## config.mk

```make
export PLATFORM = sky130hd
export DESIGN_NAME = fetch_sequencer
export DESIGN_NICKNAME = d
export VERILOG_FILES = /design/src/rtl/fetch_sequencer.sv
export SDC_FILE = /design/constraint.sdc
export NUM_CORES = 1
export LEC_CHECK = 0
export ABC_AREA = 1
export CAP_MARGIN = 20
export CORE_AREA = 2 2 131 133
export DETAILED_ROUTE_END_ITERATION = 8
export DIE_AREA = 0 0 133 135
export GPL_TIMING_DRIVEN = 0
export PLACE_DENSITY_LB_ADDON = 0.3
export SYNTH_ARGS = -nofsm -noshare
export SYNTH_HDL_FRONTEND = slang
export SYNTH_SLANG_ARGS = --single-unit
```

## constraint.sdc

```tcl
create_clock -name clk -period 5.4 [get_ports clk]
set_clock_uncertainty 0.1 [all_clocks]
set_input_delay 1.35 -clock clk [delete_from_list [all_inputs] [get_ports clk]]
set_output_delay 1.35 -clock clk [all_outputs]
set_load 0.1 [all_outputs]
```

## src/rtl/fetch_sequencer.sv

```systemverilog
// Fetch controller: sequences the external PC register through an imem request/ready
// handshake, issues captured instructions to decode and selects the next PC.
module fetch_sequencer #(
  parameter int unsigned MAX_WAIT   = 15,
  parameter bit          AUTO_START = 1'b0
) (
  input  logic        clk,
  input  logic        rst,
  input  logic        start,
  input  logic [31:0] pc,
  input  logic [31:0] pc_plus4,
  output logic        pc_en,
  output logic [31:0] pc_next,
  output logic        imem_req,
  output logic [31:0] imem_addr,
  input  logic        imem_ready,
  input  logic [31:0] imem_rdata,
  output logic        instr_valid,
  output logic [31:0] instr,
  output logic [31:0] instr_pc,
  input  logic        stall,
  input  logic        branch_taken,
  input  logic [31:0] branch_target,
  input  logic        jump,
  input  logic [31:0] jump_target,
  input  logic        halt,
  output logic        busy,
  output logic        halted,
  output logic        fault,
  output logic [1:0]  fault_cause,
  output logic [31:0] retired
);

  localparam int unsigned CW = $clog2(MAX_WAIT + 1);
  localparam logic [CW-1:0] MaxCnt = CW'(MAX_WAIT);

  typedef enum logic [2:0] {StIdle, StReq, StWait, StIssue, StHalted, StFault} state_e;

  state_e        state_q, state_d;
  logic [CW-1:0] wait_cnt_q, wait_cnt_d;
  logic [31:0]   instr_q, instr_d;
  logic [31:0]   instr_pc_q, instr_pc_d;
  logic [31:0]   retired_q, retired_d;
  logic [1:0]    cause_q, cause_d;
  logic [31:0]   target;

  always_ff @(posedge clk or posedge rst) begin
    if (rst) begin
      state_q    <= StIdle;
      wait_cnt_q <= '0;
      instr_q    <= '0;
      instr_pc_q <= '0;
      retired_q  <= '0;
      cause_q    <= 2'b00;
    end else begin
      state_q    <= state_d;
      wait_cnt_q <= wait_cnt_d;
      instr_q    <= instr_d;
      instr_pc_q <= instr_pc_d;
      retired_q  <= retired_d;
      cause_q    <= cause_d;
    end
  end

  // Redirect priority: jump over taken branch over sequential.
  always_comb begin
    if (jump) begin
      target = jump_target;
    end else if (branch_taken) begin
      target = branch_target;
    end else begin
      target = pc_plus4;
    end
  end

  always_comb begin
    state_d     = state_q;
    wait_cnt_d  = wait_cnt_q;
    instr_d     = instr_q;
    instr_pc_d  = instr_pc_q;
    retired_d   = retired_q;
    cause_d     = cause_q;
    pc_en       = 1'b0;
    pc_next     = pc_plus4;
    imem_req    = 1'b0;
    imem_addr   = '0;
    instr_valid = 1'b0;
    case (state_q)
      StIdle: begin
        if (start || AUTO_START) begin
          state_d = StReq;
        end
      end
      StReq, StWait: begin
        imem_req  = 1'b1;
        imem_addr = pc;
        // Ready wins over a timeout landing in the same cycle.
        if (imem_ready) begin
          instr_d    = imem_rdata;
          instr_pc_d = pc;
          state_d    = StIssue;
        end else if (state_q == StReq) begin
          wait_cnt_d = CW'(1);
          state_d    = StWait;
        end else if (wait_cnt_q == MaxCnt) begin
          cause_d = 2'b01;
          state_d = StFault;
        end else begin
          wait_cnt_d = wait_cnt_q + CW'(1);
        end
      end
      StIssue: begin
        instr_valid = 1'b1;
        if (!stall) begin
          pc_next = target;
          if (target[1:0] != 2'b00) begin
            cause_d = 2'b10;
            state_d = StFault;
          end else if (halt) begin
            // The halting instruction retires but the PC is left on it.
            retired_d = retired_q + 32'd1;
            state_d   = StHalted;
          end else begin
            pc_en     = 1'b1;
            retired_d = retired_q + 32'd1;
            state_d   = StReq;
          end
        end
      end
      default: begin
        state_d = state_q;
      end
    endcase
  end

  assign instr       = instr_q;
  assign instr_pc    = instr_pc_q;
  assign retired     = retired_q;
  assign fault_cause = cause_q;
  assign busy        = (state_q == StReq) || (state_q == StWait) || (state_q == StIssue);
  assign halted      = (state_q == StHalted);
  assign fault       = (state_q == StFault);

endmodule

```

==> summary.md <==
| Metric | Value |
|---|---|
| Status | `finished, final reports clean` |
| Fin. max-slew vios | `0` |
| Synth warn | `0` |
| Largest net degree at the start of global routing | `69` |
| Multi-input logic area | `0.00285 mm²` |
| Initial Util | `0.363` |
| Initial antenna violation count | `2` |
| Clk slew on worst S/H paths | `0.07 ns` |
| Avg Synthesized Cell Area | `7.33 µm²` |
| Max-Cap Viols | `0` |
| DRT antenna net count | `0` |
| Routed WL | `approximately 22 mm` |
| # clock sinks | `~110` |
| DP HPWL | `17.9 mm` |
| Die Height | `135 µm` |
| Vias/cell | `4.76` |
| Area leader, netlist | `dfrtp_1` |
| Period minus WS final | `5.23 ns` |
| RSZ-0062 raised after global routing | `no` |
| Power Density | `approximately 180 mW/mm²` |
| CTS hold repair buffers | `0` |
| Worst R2R Path Depth | `9` |
| Setup TNS | `0 ns` |
| CTS tree | `done` |
| Synth Net Count | `983` |
| GPL Wtd Cong | `0.932` |
| Leak | `0.00458 µW` |
| Period utilization | `0.969` |
| Tot GR Track Use | `0.243` |
| Worst-case clock buffer depth | `2` |
| Worst-skew pair later-pin latency | `about 0.35 ns` |
| I/O pins | `around 340` |
| Worst setup EP type | `output pin` |
| Nets | `1329` |
| Routed WL per cell | `between 15 and 20 µm` |
| Max-slew headroom | `0.270` |
| GR Overflow Total | `0` |
| Area Overhead vs Synth | `67.2%` |
| IO Port Bufs | `334` |
| Number of buffers and inverters on the critical path | `4` |
| Max Clock Freq | `0.191 GHz` |
| Sequential cell area | `0.00263 mm²` |
| Async SR Flop Fraction | `1.00` |
| Finish-stage setup viols | `0` |
| Htree depth | `3` |
| Sequential area share after synthesis | `0.441` |
| CP Cell Sequence | `clkdlybuf4s50_1, inv_2, clkbuf_1, nor2_1, o32ai_1, dlygate4sd2_1` |
| EDFF count, synth | `0` |
| Vias in the first global route | `6398` |
| Most frequent cells in the layout | `clkdlybuf4s50_1 (302), nand2_1 (231), nor2_1 (132)` |
| Yosys top cell area share | `0.441` |
| Final Hold Viols | `0` |
| Share of cells above drive strength 1 | `0.0747` |
| # rows | `47` |
| FILL cells | `1495` |
| Detailed-route via count | `6599` |
| Die W | `133 µm` |
| Hold Path Depth | `2` |
| Commonest non-fill, non-tap cell in the layout | `clkdlybuf4s50_1` |
| CP required | `3.95 ns` |
| Drt pass-1 iters | `4` |
| Total CTS buffers | `9` |
| Crit Path Max Fanout | `10` |
| Post-synth top flop | `dfrtp_1` |
| DRC | `0` |
| Synth Cell Area | `around 0.006 mm²` |
| Root Buffer | `clkbuf_16` |
| Yosys reg bits | `105` |
| Core Box Area | `roughly 0.016 mm²` |
| Die area | `0.0180 mm²` |
| Yosys cell types | `23` |
| Peak supply drop | `between 0.1 and 0.15 mV` |
| First-pass GRT wire length | `34.1 mm` |
| Utilization after layout | `0.607` |
| Synth Instances | `around 810` |
| Worst EP arrival | `around 3.8 ns` |
| Instance count on the critical path | `6` |
| Starting DRC count in detailed routing | `about 370` |
| Hold/Removal Path Class | `flop to flop` |
| Slew @ Worst Pin | `1.09 ns` |
| Critical path startpoint category | `primary input` |
| CP max stage delay | `0.93 ns` |
| Slowest library cell on the worst path | `dlygate4sd2_1` |
| Top delay family on crit path | `buffers and inverters` |
| Top post-synthesis cells by area | `dfrtp_1 (44%), nand2_1 (15%), nor2_1 (8.3%)` |
| Critical path class | `primary input to output pin` |
## state kept, by name, summed over array words and instances (netlist names)
register / count
instr: 32
instr_pc: 32
retired: 32
wait_cnt_q: 4
state_q: 3
fault_cause: 2
## logic make-up (layout without fill, tap and decap cells)
family	after synthesis	after routing	share of synthesized area
DFF	105	105	0.441
xor gates and xnor gates	7	7	0.0103
other	0	2	0
and+or+nand+nor	410	410	0.275
buffers and inverters	145	496	0.0960
AOI/OAI and AO/OA	112	112	0.113
adders and majority gates	2	2	0.00420
muxes	32	32	0.0605
## cell usage after synthesis (all sizes together) (3+ instances only)
master	count
a21oi	36
buf	21
clkbuf	15
dfrtp	105
inv	109
mux2	32
nand2	233
nand3	26
nand3b	10
nor2	133
nor3	4
o21ai	46
o32ai	30
xnor2	4
xor2	3
## worst paths after layout
kind	start	to	slack, ns
min reg2reg	instr_pc[5]	instr_pc[5]	0.38
min in group asynchronous	rst	retired[25]	1.31
max in group asynchronous	rst	instr_pc[4]	3.18
max reg2reg	state_q[2]	retired[1]	3.29
min	instr_pc[5]	instr_pc[5]	0.38
max	jump	pc_next[21]	0.17
## per-stage QoR
stage | hold WS (ns) | setup WS [ns] | power, µW | std cells | area (µm²)
floorplan | 0.367 | -0.229 | 985 | 813 | 6050
global placement | 0.366 | -0.598 | 1160 | 1367 | 9660
detailed placement | 0.360 | -0.644 | 1160 | 1368 | 9690
CTS | 0.383 | 0.0212 | 1820 | 1384 | 9950
global route | 0.398 | 0.00927 | 1870 | 1386 | 9960
finish | 0.380 | 0.167 | 1800 | 1386 | 9960
## metal layers
layer	up-vias	routed length, µm	GRT usage
met5	-	0	0
met4	0	469	0.0860
met3	29	1570	0.0642
met2	261	11400	0.437
met1	3040	8710	0.280
li1	3269	-	-
## area by class of cell
type	instances	area share
inverters	109	0.0413
multi-input cells	563	0.286
well taps	220	0.0276
clock buffers	11	0.0234
clock inverters	5	0.00654
repair buffers	335	0.334
plain buffers	36	0.0163
flip-flops and latches	105	0.264
diodes	2	0.000503
## worst reg2reg max path: stages, from the launching register on
cell	delay [ns]
dfrtp_1	0.39
inv_2	0.13
nand3_1	0.12
nor2_1	0.22
inv_2	0.13
nor2_4	0.31
inv_2	0.19
buf_2	0.27
nand2_1	0.10
nand2_1	0.05
## where the power goes
part	switching, µW	internal, µW	leakage, µW
clock network	299	364	0.000138
logic	199	145	0.00301
registers	4.25	788	0.00143
total	502	1300	0.00458
## what timing repair did
item,4_1_cts,5_1_grt
endpoints found under the setup margin,31,3
buffers inserted,0,0
gates resized for setup,35,5
(Power assumes the default switching activity.)
